<file path="config.mk">
export PLATFORM = sky130hd
export DESIGN_NAME = text_char_buffer
export DESIGN_NICKNAME = d
export VERILOG_FILES = /design/src/rtl/text_char_buffer_pkg.sv /design/src/rtl/text_char_buffer_char_ram.sv /design/src/rtl/text_char_buffer.sv
export SDC_FILE = /design/constraint.sdc
export NUM_CORES = 1
export LEC_CHECK = 0
export ABC_CLOCK_PERIOD_IN_PS = 6200
export CORE_ASPECT_RATIO = 2
export CORE_MARGIN = 1
export CORE_UTILIZATION = 31
export DETAILED_ROUTE_END_ITERATION = 10
export GPL_TIMING_DRIVEN = 0
export HOLD_SLACK_MARGIN = 0.06
export PLACE_DENSITY = 0.53
export RECOVER_POWER = 50
export SETUP_SLACK_MARGIN = 0.05
export SLEW_MARGIN = 20
export SYNTH_ARGS = -nofsm -noshare
export SYNTH_HDL_FRONTEND = slang
export SYNTH_SLANG_ARGS = --single-unit
export TNS_END_PERCENT = 20
</file>
<file path="constraint.sdc">
create_clock -name clk -period 6.2 [get_ports clk]
set_input_delay 1.24 -clock clk [delete_from_list [all_inputs] [get_ports clk]]
set_output_delay 1.24 -clock clk [all_outputs]
set_load 0.03 [all_outputs]
</file>
<file path="src/rtl/text_char_buffer_pkg.sv">
// ============================================================================
// text_pkg : shared codes and FSM encoding for the text character buffer
// Rev 1.0
// ============================================================================
`default_nettype none

package text_pkg;

    localparam logic [7:0] CHAR_FF     = 8'h0C;
    localparam logic [7:0] CHAR_NL     = 8'h0A;
    localparam logic [7:0] CHAR_BS     = 8'h08;
    localparam logic [7:0] CHAR_SPACE  = 8'h20;
    localparam logic [7:0] CHAR_CURSOR = 8'h5F;

    typedef enum logic {TB_CLEAR, TB_IDLE} tb_state_t;

endpackage

`default_nettype wire

</file>
<file path="src/rtl/text_char_buffer_char_ram.sv">
// ============================================================================
// char_ram : simple dual-port character RAM, sync write, sync old-data read
// Rev 1.0
// ============================================================================
`default_nettype none

module char_ram #(
    parameter int DEPTH  = 128,
    parameter int ADDR_W = 7
) (
    input  logic              clk,
    input  logic              wr_en_i,
    input  logic [ADDR_W-1:0] wr_addr_i,
    input  logic [7:0]        wr_data_i,
    input  logic [ADDR_W-1:0] rd_addr_i,
    output logic [7:0]        rd_data_o
);

    logic [7:0] mem_q [DEPTH];
    logic [7:0] rd_data_q;

    // Read samples the array before this edge's write lands: old data on collision.
    always_ff @(posedge clk) begin
        if (wr_en_i) begin
            mem_q[wr_addr_i] <= wr_data_i;
        end
        rd_data_q <= mem_q[rd_addr_i];
    end

    assign rd_data_o = rd_data_q;

endmodule

`default_nettype wire

</file>
<file path="src/rtl/text_char_buffer.sv">
// ============================================================================
// text_char_buffer : host-written text cell buffer scanned by VGA pixel counters
// Optional cursor blink overlay enabled by macro CURSOR_BLINK_EN.
// Rev 1.0
// ============================================================================
`default_nettype none

module text_char_buffer
    import text_pkg::*;
#(
    parameter int COLS      = 16,
    parameter int ROWS      = 8,
    parameter int CELL_W    = 32,
    parameter int CELL_H    = 32,
    parameter int ORIGIN_X  = 64,
    parameter int ORIGIN_Y  = 96,
    parameter int BLINK_CYC = 25_000_000
) (
    input  logic        clk,
    input  logic        rst_n,
    input  logic [12:0] counterX,
    input  logic [12:0] counterY,
    input  logic        wr_valid,
    input  logic [7:0]  wr_char,
    output logic        wr_ready,
    output logic [7:0]  char,
    output logic [9:0]  posX,
    output logic [9:0]  posY,
    output logic        in_text
);

    localparam int DEPTH  = COLS * ROWS;
    localparam int ADDR_W = $clog2(DEPTH);
    localparam int COL_W  = $clog2(COLS);
    localparam int ROW_W  = $clog2(ROWS);
    localparam int LOG_CW = $clog2(CELL_W);
    localparam int LOG_CH = $clog2(CELL_H);

    // ------------------------------------------------------------------
    // Host side: clear sweep and cursor-driven writes
    // ------------------------------------------------------------------
    tb_state_t         state_q, state_d;
    logic [ADDR_W-1:0] clr_addr_q, clr_addr_d;
    logic [ADDR_W-1:0] cursor_q, cursor_d;
    logic [ROW_W-1:0]  w_next_row;
    logic              w_we;
    logic [ADDR_W-1:0] w_waddr;
    logic [7:0]        w_wdata;

    assign wr_ready   = (state_q == TB_IDLE);
    assign w_next_row = cursor_q[ADDR_W-1:COL_W] + ROW_W'(1);

    always_comb begin
        state_d    = state_q;
        clr_addr_d = clr_addr_q;
        cursor_d   = cursor_q;
        w_we       = 1'b0;
        w_waddr    = cursor_q;
        w_wdata    = wr_char;
        case (state_q)
            TB_CLEAR: begin
                w_we       = 1'b1;
                w_waddr    = clr_addr_q;
                w_wdata    = CHAR_SPACE;
                clr_addr_d = clr_addr_q + ADDR_W'(1);
                if (clr_addr_q == ADDR_W'(DEPTH - 1)) begin
                    cursor_d = '0;
                    state_d  = TB_IDLE;
                end
            end
            TB_IDLE: begin
                if (wr_valid) begin
                    case (wr_char)
                        CHAR_FF: begin
                            state_d    = TB_CLEAR;
                            clr_addr_d = '0;
                        end
                        CHAR_NL: cursor_d = {w_next_row, {COL_W{1'b0}}};
                        CHAR_BS: begin
                            if (cursor_q != '0) begin
                                cursor_d = cursor_q - ADDR_W'(1);
                            end
                        end
                        default: begin
                            w_we     = 1'b1;
                            cursor_d = cursor_q + ADDR_W'(1);
                        end
                    endcase
                end
            end
            default: state_d = TB_CLEAR;
        endcase
    end

    always_ff @(posedge clk) begin
        if (!rst_n) begin
            state_q    <= TB_CLEAR;
            clr_addr_q <= '0;
            cursor_q   <= '0;
        end else begin
            state_q    <= state_d;
            clr_addr_q <= clr_addr_d;
            cursor_q   <= cursor_d;
        end
    end

    // ------------------------------------------------------------------
    // Scan side: pixel -> cell address, origin and inside flag
    // ------------------------------------------------------------------
    logic [12:0]       w_dx, w_dy;
    logic              w_inside;
    logic [COL_W-1:0]  w_col;
    logic [ROW_W-1:0]  w_row;
    logic [ADDR_W-1:0] w_rd_addr;
    logic [9:0]        w_px, w_py;
    logic [7:0]        w_rd_data;
    logic              in_text_q;
    logic [9:0]        posx_q, posy_q;

    assign w_dx      = counterX - 13'(ORIGIN_X);
    assign w_dy      = counterY - 13'(ORIGIN_Y);
    assign w_inside  = (counterX >= 13'(ORIGIN_X)) && (w_dx < 13'(COLS * CELL_W)) &&
                       (counterY >= 13'(ORIGIN_Y)) && (w_dy < 13'(ROWS * CELL_H));
    assign w_col     = w_dx[LOG_CW +: COL_W];
    assign w_row     = w_dy[LOG_CH +: ROW_W];
    assign w_rd_addr = {w_row, w_col};
    assign w_px      = 10'(ORIGIN_X) + (10'(w_col) << LOG_CW);
    assign w_py      = 10'(ORIGIN_Y) + (10'(w_row) << LOG_CH);

    // Reset is folded into the write enable so a transfer in flight at reset is dropped.
    char_ram #(
        .DEPTH  (DEPTH),
        .ADDR_W (ADDR_W)
    ) u_char_ram (
        .clk       (clk),
        .wr_en_i   (w_we & rst_n),
        .wr_addr_i (w_waddr),
        .wr_data_i (w_wdata),
        .rd_addr_i (w_rd_addr),
        .rd_data_o (w_rd_data)
    );

    always_ff @(posedge clk) begin
        if (!rst_n) begin
            in_text_q <= 1'b0;
            posx_q    <= 10'(ORIGIN_X);
            posy_q    <= 10'(ORIGIN_Y);
        end else begin
            in_text_q <= w_inside;
            if (w_inside) begin
                posx_q <= w_px;
                posy_q <= w_py;
            end
        end
    end

    assign in_text = in_text_q;
    assign posX    = posx_q;
    assign posY    = posy_q;

`ifdef CURSOR_BLINK_EN
    localparam int BLINK_W = (BLINK_CYC > 1) ? $clog2(BLINK_CYC) : 1;

    logic [BLINK_W-1:0] blink_cnt_q;
    logic               blink_on_q;
    logic               cur_hit_q;

    always_ff @(posedge clk) begin
        if (!rst_n) begin
            blink_cnt_q <= '0;
            blink_on_q  <= 1'b0;
            cur_hit_q   <= 1'b0;
        end else begin
            if (blink_cnt_q == BLINK_W'(BLINK_CYC - 1)) begin
                blink_cnt_q <= '0;
                blink_on_q  <= ~blink_on_q;
            end else begin
                blink_cnt_q <= blink_cnt_q + BLINK_W'(1);
            end
            cur_hit_q <= (w_rd_addr == cursor_q) && blink_on_q;
        end
    end

    assign char = !in_text_q ? 8'h00 : (cur_hit_q ? CHAR_CURSOR : w_rd_data);
`else
    logic w_unused_blink;
    assign w_unused_blink = (BLINK_CYC != 0);
    assign char = in_text_q ? w_rd_data : 8'h00;
`endif

endmodule

`default_nettype wire

</file>
==> results of run 1 <==
## synthesized netlist by cell type, drive strengths merged, types with 3 or more instances
library cell / n
nor3: 15
a31oi: 27
xnor2: 5
a21oi: 24
a32oi: 8
a221oi: 9
inv: 12
o211ai: 4
xor2: 4
nand3b: 5
a32o: 5
or2: 3
mux4: 258
nand3: 45
edfxtp: 1024
mux2: 4
clkbuf: 43
nor3b: 3
mux2i: 51
nand2: 178
o31ai: 6
a211oi: 3
a31o: 3
or3: 3
and2: 21
or4: 3
nor2b: 5
buf: 80
nand4: 10
a311oi: 5
nand2b: 8
ha: 10
dfxtp: 33
nor2: 162
o22ai: 9
o21ai: 28
a22oi: 4
## through the flow
step | hold slack (ns) | area [sq um] | TNS (ns)
finish | 0.464 | 47900 | -0.0416
floorplan | 0.469 | 42000 | 0
global route | 0.486 | 47900 | 0
global placement | 0.457 | 44600 | -477.33
detailed placement | 0.448 | 45200 | -5.41
CTS | 0.470 | 48200 | 0
## flip-flops by register name (all words and copies together), names as in the netlist
register / flops
posY: 4
in_text: 1
wr_ready: 1
u_char_ram.mem_q: 1024
cursor_q: 7
u_char_ram.rd_data_o: 8
clr_addr_q: 7
posX: 5
## cell families after synthesis
| kind of cell | share of synthesized area |
|---|---|
| AND/OR/NAND/NOR | 0.0488 |
| adder cells (fa/ha/maj) | 0.00346 |
| other | 0.0000893 |
| XOR/XNOR | 0.00188 |
| buffers and inverters | 0.0211 |
| multiplexers | 0.152 |
| flip-flops | 0.748 |
| AO/OA/AOI/OAI | 0.0248 |
## layer usage
layer / vias to the layer above / global-route usage / part of all wire
li1: 9035 / - / -
met1: 12000 / 0.199 / 0.31
met2: 1114 / 0.396 / 0.54
met3: 396 / 0.0324 / 0.053
met4: 0 / 0.193 / 0.11
met5: - / 0 / 0
## cell type report
| type | count | area, sq um |
|---|---|---|
| diodes | 1 | 2.50 |
| inverters | 14 | 52.6 |
| fillers | 12700 | 86200 |
| multi-input cells | 965 | 9800 |
| well taps | 1728 | 2160 |
| plain buffers | 123 | 852 |
| clock inverters | 52 | 644 |
| flip-flops and latches | 1057 | 31400 |
| repair buffers | 67 | 672 |
| clock buffers | 104 | 2310 |
## critical path, cell delays in order
cell	delay, ns
buf_4	0.17
buf_2	0.58
inv_1	0.42
ha_1	0.40
clkbuf_1	0.55
buf_2	0.51
buf_2	0.55
nor2_2	0.35
clkbuf_1	0.57
a221oi_1	0.72
o32ai_1	0.24
a31oi_1	0.40
## report_power, final
part           internal (mW)  leakage [nW]  switching (mW)
Sequential              7.73          10.3         0.00661
Combinational          0.314          3.98           0.713
Clock                   3.16          1.42            2.70
## repair_timing
action                                 4_1_cts  5_1_grt
gates resized for setup                      3        0
buffers inserted                             0        0
endpoints found under the hold margin        0        0
setup endpoints to repair                    3        0
## worst max-delay path by stage
stage / from / end / slack [ns] / cells past startpoint
after global routing: wr_ready$_SDFF_PN0_ / u_char_ram.mem_q[68][6]$_DFFE_PP_ / 0.11 / 6
after CTS: counterX[6] / u_char_ram.rd_data_o[4]$_DFF_P_ / 0.08 / 12
after detailed placement: counterX[6] / u_char_ram.rd_data_o[6]$_DFF_P_ / -0.96 / 12
final: counterX[6] / u_char_ram.rd_data_o[4]$_DFF_P_ / -0.04 / 12
after floorplan: wr_char[1] / u_char_ram.mem_q[0][1]$_DFFE_PP_ / 1.09 / 2
after global placement: wr_char[1] / u_char_ram.mem_q[68][1]$_DFFE_PP_ / -3.21 / 3
==> results by group, run 1 <==
CTS
  • CTS tree: done
  • CTS root buffer: clkbuf_16
  • Clock Sink Count: between 1k and 1.5k
  • H-tree depth: 3
  • TritonCTS Buffers: 84
  • Register clock-pin slew on the reported worst setup and hold paths: about 0.07 ns
  • Longest Clk Path Bufs: 3
  • Post-CTS Hold Fix Bufs: 0
  • Clk_lat worst skew: around 0.7 ns

Floorplan
  • Ports: 67
  • FP Rows: between 150 and 200
  • Starting Density: 0.313
  • Die height: 522 um
  • Core Area: ~130000 sq um
  • Die width: about 260 um
  • Die area: 137000 sq um

Min path
  • Hold EP: posY[8]$_SDFFE_PN0P_
  • Hold Path Stages: 2
  • Worst hold path startpoint: posY[8]$_SDFFE_PN0P_
  • Worst Hold Class: reg -> reg

Detailed routing
  • Initial DRC Count: between 2k and 2.5k
  • WL final: between 100 and 150 mm
  • TritonRoute pass-1 iters: 5
  • ANT nets after route: 0
  • Vias per cell: roughly 5.5
  • Routed length per placed instance: ~35 um
  • Vias: between 20k and 25k
  • Residual DRC: 0

Finish
  • Final Util: 0.357
  • Fin nets: 2360
  • Non-filler cells, final: around 4k
  • Commonest non-fill, non-tap cell in the layout: edfxtp_1
  • Syn-to-layout area delta: 14.1%
  • Layout cells sized above 1: 0.217
  • Commonest non-fill, non-tap cells in the layout: edfxtp_1 (1024), mux4_2 (258), nand2_1 (178)

Logic synthesis
  • Synth top area share: 0.732
  • Avg Cell Area, Syn: a little under 20 sq um
  • Mapped Area: ~42000 sq um
  • Post-synth EDFFs: 1024
  • Ys flop type: edfxtp_1
  • Synth top area cells: edfxtp_1 (73%), mux4_2 (14%), nand2_1 (1.6%), dfxtp_1 (1.6%), nor2_1 (1.4%)
  • FF+latch count, synth: 1057
  • Yosys top cell by area: edfxtp_1
  • Seq/Total Area, Yosys: 0.748
  • Post-Syn Instances: ~2.1k
  • Asr flop ratio synth: 0
  • YS warnings: 0
  • Netlist cell types: 70

Run status
  • Violated checks: capacitance limit, slew limit, setup timing
  • Status: complete, but fails checks

STA
  • Fmax: between 150 and 200 MHz
  • Fin crit period: approximately 6.2 ns
  • Final-report max-slew violation count: 653
  • Final worst-path setup slack: -0.0416 ns
  • Post-Route Skew: between 0.02 and 0.03 ns
  • Rel. slew slack: -1.37
  • Tightest Pin Transition: 3.56 ns
  • Final setup fails: 1
  • Fin crit share: 1.01
  • RSZ-0062 raised after global routing: false
  • Final hold violation count: 0

Setup path
  • Critical path startpoint category: input pin
  • CP endpoint kind: flop
  • FF-to-FF setup slack: 0.34 ns
  • CP Max Fanout: 10
  • Worst reg2reg startpoint: wr_ready$_SDFF_PN0_
  • R2R depth: 5
  • CP Class: in -> reg
  • R2R Path End: u_char_ram.mem_q[66][7]$_DFFE_PP_
  • Worst Path Required: approximately 6.8 ns
  • CP arrival: around 6.8 ns

Global route
  • First-pass GRT wire length: roughly 200 mm
  • Vias in the first global route: around 24k
  • GR Util All Layers: 0.213
  • Largest net degree at the start of global routing: 73
  • Initial antenna violation count: 4
  • Gr ovfl total: 0

Pwr
  • Tot Pwr: 14.6 mW
  • Leakage: 15.7 nW
  • PwrDens: roughly 310 nW/um^2
  • Worst VDD drop: between 0.2 and 0.3 mV

Placed design
  • Dpl cells: between 3k and 4k
  • PortBufs: between 40 and 50
  • GPL Wtd Cong: roughly 0.98
  • Setup WS pre-CTS: -0.964 ns
  • HPWL Detailed: 104 mm

Run
  • Max cap viols: 15
No activity file was read; power rests on OpenSTA's default activity.
==> run 2: changes to the inputs <==
--- a/constraint.sdc
+++ b/constraint.sdc
@@ -3,2 +3,2 @@
 set_output_delay 1.24 -clock clk [all_outputs]
-set_load 0.03 [all_outputs]
+set_load 0.02 [all_outputs]
==> results of run 2 <==
The final DEF is identical to that of run 1. Status: complete, but fails checks: capacitance limit, slew limit, setup timing.
==> run 3: changes to the inputs <==
RECOVER_POWER = 25   (was 50)
==> run 3 against run 2 <==
  * The run still ends with capacitance limit, slew limit, setup timing left
  * Clock skew rose by 0.0019 ns
  * Critical path depth did not move
  * Fmax fell by 0.16%
  * Power barely moved
  * Flip-flop and latch count did not move
  * Core utilization rose by 0.067 points
  * Routed wire length barely moved
  * Critical endpoint is now u_char_ram.rd_data_o[6]$_DFF_P_
  * Largest cell class unchanged
==> results by group, run 3 (same netlist as run 1, synthesis figures left out) <==
Run status
  • Status: complete, but fails checks (unchanged)
  • Violated checks: capacitance limit, slew limit, setup timing (unchanged)

Finish
  • Largest register FFs: 1024 (unchanged)
  • Commonest non-fill, non-tap cells in the layout: edfxtp_1 (1024), mux4_2 (258), nand2_1 (178) (unchanged)
  • Largest register by flop count: u_char_ram.mem_q (unchanged)
  • Layout cells sized above 1: 0.219 (was 0.217)
  • Commonest non-fill, non-tap cell in the layout: edfxtp_1 (unchanged)
  • Final Util: 0.358 (was 0.357)
  • Fin nets: 2360 (unchanged)
  • Syn-to-layout area delta: 14.3% (was 14.1%)

Setup path
  • CP cell instances: buf_4 > buf_2 > inv_1 > ha_1 > clkbuf_1 > buf_2 > buf_2 > nor2_2 > clkbuf_1 > a221oi_2 > o22ai_1 > a41oi_1 (was buf_4 > buf_2 > inv_1 > ha_1 > clkbuf_1 > buf_2 > buf_2 > nor2_2 > clkbuf_1 > a221oi_1 > o32ai_1 > a31oi_1)
  • R2R Path End: u_char_ram.mem_q[71][2]$_DFFE_PP_ (was u_char_ram.mem_q[66][7]$_DFFE_PP_)
  • FF-to-FF setup slack: 0.55 ns (was 0.34 ns)
  • Critical path's largest stage delay: 0.69 ns (was 0.72 ns)
  • CP max-delay cell: a221oi_2 (was a221oi_1)
  • CP Class: in -> reg (unchanged)
  • Worst reg2reg startpoint: wr_ready$_SDFF_PN0_ (unchanged)
  • Worst Path Required: 6.78 ns (was 6.75 ns)
  • CP Max Fanout: 10 (unchanged)
  • R2R depth: 5 (unchanged)
  • Critical Path Most Common Cell: buf_2 (unchanged)
  • CP arrival: 6.83 ns (was 6.79 ns)
  • Critical path startpoint category: input pin (unchanged)
  • CP endpoint kind: flop (unchanged)

STA
  • Fin crit period: 6.25 ns (was 6.24 ns)
  • Post-Route Skew: 0.0317 ns (was 0.0298 ns)
  • RSZ-0062 raised after global routing: false (unchanged)
  • Tightest Pin Transition: 3.64 ns (was 3.56 ns)
  • Final hold violation count: 0 (unchanged)
  • Fmax: 160 MHz (about the same)
  • Rel. slew slack: -1.43 (was -1.37)
  • Fin crit share: 1.01 (about the same)
  • Final worst-path setup slack: -0.0519 ns (was -0.0416 ns)
  • Hold WS: 0.467 ns (was 0.464 ns)
  • Setup_tns: -0.152 ns (was -0.0416 ns)
  • Final-report max-slew violation count: 533 (was 653)
  • Final setup fails: 4 (was 1)

Placed design
  • Setup WS pre-CTS: -0.964 ns (unchanged)
  • GPL Wtd Cong: 0.984 (unchanged)
  • PortBufs: 43 (unchanged)
  • HPWL Detailed: 104 mm (unchanged)

Pwr
  • Switching power: 3.42 mW (about the same)
  • Worst VDD drop: 0.267 mV (was 0.268 mV)
  • Leakage: 15.7 nW (about the same)
  • Switch share: 0.234 (about the same)
  • Logic pwr share: 0.070 (about the same)
  • Share of power burned in registers: 0.529 (about the same)
  • Total internal power: 11.2 mW (unchanged)
  • PwrDens: 305 nW/um^2 (about the same)
  • Clock share of power: 0.401 (about the same)

CTS
  • Post-CTS Hold Fix Bufs: 0 (unchanged)
  • Resized cells post-CTS: 3 (unchanged)
  • CTS tree: done (unchanged)
  • CTS root buffer: clkbuf_16 (unchanged)
  • Clock Sink Count: 1057 (unchanged)
  • Register clock-pin slew on the reported worst setup and hold paths: 0.07 ns (about the same)
  • H-tree depth: 3 (unchanged)
  • Longest Clk Path Bufs: 3 (unchanged)
  • TritonCTS Buffers: 84 (unchanged)
  • Post-CTS Setup Inserts: 0 (unchanged)
  • Clk_lat worst skew: 0.70 ns (about the same)

Floorplan
  • Core Area: 134000 sq um (unchanged)
  • Die height: 522 um (unchanged)
  • Starting Density: 0.313 (unchanged)
  • Die area: 137000 sq um (unchanged)
  • Die width: 262 um (unchanged)
  • FP Rows: 190 (unchanged)
  • Ports: 67 (unchanged)

Detailed routing
  • Routed length per placed instance: 35.4 um (about the same)
  • Vias per cell: 5.49 (was 5.48)
  • Vias: 22.6k (was 22.5k)
  • Initial DRC Count: 2482 (was 2377)
  • WL final: 146 mm (about the same)
  • TritonRoute pass-1 iters: 5 (unchanged)
  • ANT nets after route: 0 (unchanged)
  • Residual DRC: 0 (unchanged)

Global route
  • Gr ovfl total: 0 (unchanged)
  • Initial antenna violation count: 4 (unchanged)
  • M3 GR Usage: 0.0324 (unchanged)
  • Grt peak-use layer: met2 (unchanged)
  • Grt met1 use: 0.199 (unchanged)
  • First-pass GRT wire length: 197 mm (unchanged)
  • GR Util All Layers: 0.213 (unchanged)
  • Met2 Use GR: 0.396 (unchanged)
  • Largest net degree at the start of global routing: 73 (unchanged)
  • Vias in the first global route: 23.8k (unchanged)

Min path
  • Hold Path Stages: 2 (unchanged)
  • Worst Hold Class: reg -> reg (unchanged)
  • Worst hold path startpoint: posY[8]$_SDFFE_PN0P_ (unchanged)
  • Hold EP: posY[8]$_SDFFE_PN0P_ (unchanged)

Run
  • Max cap viols: 13 (was 15)
## run 3: cell types whose count changed in the layout (fill, tap and decap cells not counted), sizes merged
| cell | change |
|---|---|
| dlymetal6s4s | -1 |
| clkdlybuf4s50 | +10 |
| dlygate4sd3 | -10 |
| buf | +5 |
| clkbuf | -4 |
## run 3: area by class of cell
type	instances	area, sq um
flip-flops and latches	1057	31400
repair buffers	67	758
multi-input cells	965	9800
clock buffers	104	2310
diodes	1	2.50
fillers	12600	86100
plain buffers	123	852
inverters	14	52.6
clock inverters	52	644
well taps	1728	2160
## run 3: metrics by stage
step	instance area, sq um	std cells	power, mW
2_1_floorplan	42000	2159	8.39
3_5_place_dp	45200	3953	8.90
6_report	48000	4111	14.6
3_3_place_gp	44600	3930	8.90
4_1_cts	48200	4109	14.6
5_1_grt	48000	4111	14.9
## run 3: per-layer routing
layer	wire length (um)	vias to the layer above
li1	-	9032
met2	78100	1096
met3	7580	384
met5	0	-
met1	44500	12000
met4	15400	0
## run 3: power by group through the flow
| stage | sequential (mW) | combinational [mW] | clock (mW) |
|---|---|---|---|
| after floorplan | 7.89 | 0.497 | 0 |
| after global placement | 7.89 | 1.00 | 0 |
| after detailed placement | 7.89 | 1.01 | 0 |
| after CTS | 7.73 | 1.02 | 5.90 |
| after global routing | 7.73 | 1.02 | 6.13 |
| final | 7.73 | 1.02 | 5.87 |
## run 3: how the worst max path moves through the flow
| stage | start | to | slack, ns |
|---|---|---|---|
| after floorplan | wr_char[1] | u_char_ram.mem_q[0][1]$_DFFE_PP_ | 1.09 |
| after global placement | wr_char[1] | u_char_ram.mem_q[68][1]$_DFFE_PP_ | -3.21 |
| after detailed placement | counterX[6] | u_char_ram.rd_data_o[6]$_DFF_P_ | -0.96 |
| after CTS | counterX[6] | u_char_ram.rd_data_o[4]$_DFF_P_ | 0.08 |
| after global routing | counterX[6] | u_char_ram.rd_data_o[4]$_DFF_P_ | 0.16 |
| final | counterX[6] | u_char_ram.rd_data_o[6]$_DFF_P_ | -0.05 |
## run 3: worst max-delay path: cells and delay by family
| kind | cells | cell delay (ns) |
|---|---|---|
| compound gates | 3 | 1.37 |
| buf+inv | 7 | 3.38 |
| simple gates | 1 | 0.35 |
| fa+ha+maj | 1 | 0.40 |
==> edit: new RTL, settings of run 3 <==
The parameter `CELL_H` goes from 32 to 16.
--- a/src/rtl/text_char_buffer.sv
+++ b/src/rtl/text_char_buffer.sv
@@ -11,7 +11,7 @@
     parameter int COLS      = 16,
     parameter int ROWS      = 8,
     parameter int CELL_W    = 32,
-    parameter int CELL_H    = 32,
+    parameter int CELL_H    = 16,
     parameter int ORIGIN_X  = 64,
     parameter int ORIGIN_Y  = 96,
     parameter int BLINK_CYC = 25_000_000
Check against the original RTL: not equivalent (a bounded check fails within 4 cycles, from zero or initial values and one cycle with rst_n low).
==> edit against run 3 <==
  * The run still ends with capacitance limit, slew limit, setup timing left
  * Routed wire length shrank 11%
  * Design area down 0.73%
  * Worst setup slack worse by 0.058 ns
  * Area after synthesis is 0.58% lower
  * Combinational power decreased by 9%
  * Total power shrank 1.4%
  * Sequential cell count unchanged
  * Critical path depth grew 2
  * Critical path type unchanged
==> edit: results (changes against run 3) <==
[worst_hold_path]
hp-start=posX[8]
min_to=posX[8]

[power_and_ir_drop]
p_leak_nw=15.6  ; -0.34%

[cells_and_area]
layout.cells.non_filler=4092  ; -0.46%
fin_nets=2342  ; -0.76%
fillers=12400  ; -2.2%
drive_above_1_share=0.201  ; -0.0185

[sta]
max_slew_margin=-1.59  ; -0.158
tns_ns=-0.183  ; -0.0306 ns
postLayoutSetupSlackWorst_ns=-0.110  ; -0.0580 ns
drv_slew=562  ; +5.4%
setup_violations=3  ; -1
timing.hold.ws_ns=0.458  ; -0.00873 ns

[synthesis]
synth_common_cells=edfxtp_1 (1,024), mux4_2 (229), nor2_1 (174), mux2i_1 (110), nand2_1 (90)
synth_xor_area_frac=0.00144  ; -0.000439
synthMuxAreaShare=0.150  ; -0.00143
yosysSeqAreaShare=0.753  ; +0.00435
synth_compound_area_frac=0.0294  ; +0.00464
synth_cell_types=67  ; -4.3%
synth_fa_ha_area_frac=0.00378  ; +0.000320
syn_inst=2136  ; -0.60%

[placement]
dpl.cell_count=3933  ; -0.51%
io_buffer_count=44  ; +2.3%
place_ws_ns=-1.33  ; -0.370 ns
dp_hpwl_um=92500  ; -11%
routabilityCongestion=0.888  ; -9.8%

[setup_path]
rrSetupSlack_ns=0.35  ; -0.20 ns
reg2reg_to=u_char_ram.mem_q[100][0]
cp.arrival_ns=6.80  ; -0.03 ns

[run]
cap_violations=11  ; -2

[outcome]
failed_checks=capacitance limit, slew limit, setup timing
outcome=finished, violations left

[global_route]
grt_pass1_vias=22800  ; -4.4%
groute.usage.overall=0.191  ; -0.0219
grt_pass1_wl_um=178000  ; -9.7%

[routing]
vias=21700  ; -4.0%
drtIter0Drc=2193  ; -12%

[clock_tree]
post_cts_resized=15  ; +12

-- edit: changes by cell type after synthesis, sizes merged, moves of 6 or more --
cell,delta
mux2i,+59
clkbuf,+8
mux4,-29
nor3,+6
a31oi,-20
nand2,-88
o21ai,-8
nor4,+13
nand3,-16
o22ai,+51
buf,-9
nor2,+13
-- edit: logic make-up after synthesis --
kind of cell | after synthesis
other | 1
xor gates and xnor gates | 6
DFF | 1057
adders and majority gates | 12
buffers and inverters | 133
AOI/OAI and AO/OA | 183
muxes | 340
and+or+nand+nor | 404
-- edit: final cells by class --
cell class / count / share of cell area
tap: 1728 / 0.0454
multi-input combinational: 956 / 0.204
sequential: 1057 / 0.659
timing repair buffer: 59 / 0.0140
clock buffer: 100 / 0.0472
inverter: 11 / 0.000867
clock inverter: 57 / 0.0137
buffer: 122 / 0.0157
antenna: 2 / 0.000105
-- edit: worst max-delay path by stage --
stage	start	endpoint	slack (ns)	cells after the start
floorplan	counterX[6]	u_char_ram.rd_data_o[7]	2.08	14
global placement	counterX[6]	u_char_ram.rd_data_o[4]	-2.10	14
detailed placement	counterX[6]	u_char_ram.rd_data_o[5]	-1.33	15
CTS	counterX[6]	u_char_ram.rd_data_o[0]	0.01	14
global route	counterX[6]	u_char_ram.rd_data_o[3]	0.007	15
finish	counterX[6]	u_char_ram.rd_data_o[3]	-0.11	14
-- edit: per-layer routing --
layer  wire length [um]  track usage  part of all wire  vias to the layer above
met4              11100        0.148             0.086                        2
met1              39600        0.179              0.31                    11400
met2              72700        0.365              0.56                      940
met5                 13            0           0.00010                        -
met3               6140       0.0235             0.047                      293
li1                   -            -                 -                     9037
-- edit: worst max-delay path, cell delays in order --
cell	delay, ns
clkdlybuf4s50_1	0.61
buf_2	0.39
inv_1	0.31
clkdlybuf4s15_2	0.47
clkbuf_2	0.38
ha_1	0.38
buf_2	0.15
buf_4	0.37
buf_2	0.49
mux4_2	0.40
mux2i_1	0.54
o22ai_1	0.16
nor4_1	0.65
nand3_1	0.21
-- edit: where the power goes --
part | internal, mW | total (mW) | leakage [nW] | switching [mW]
combinational | 0.316 | 0.931 | 3.86 | 0.615
clock | 3.13 | 5.75 | 1.41 | 2.63
sequential | 7.73 | 7.73 | 10.4 | 0.00753
total | 11.2 | 14.4 | 15.6 | 3.25
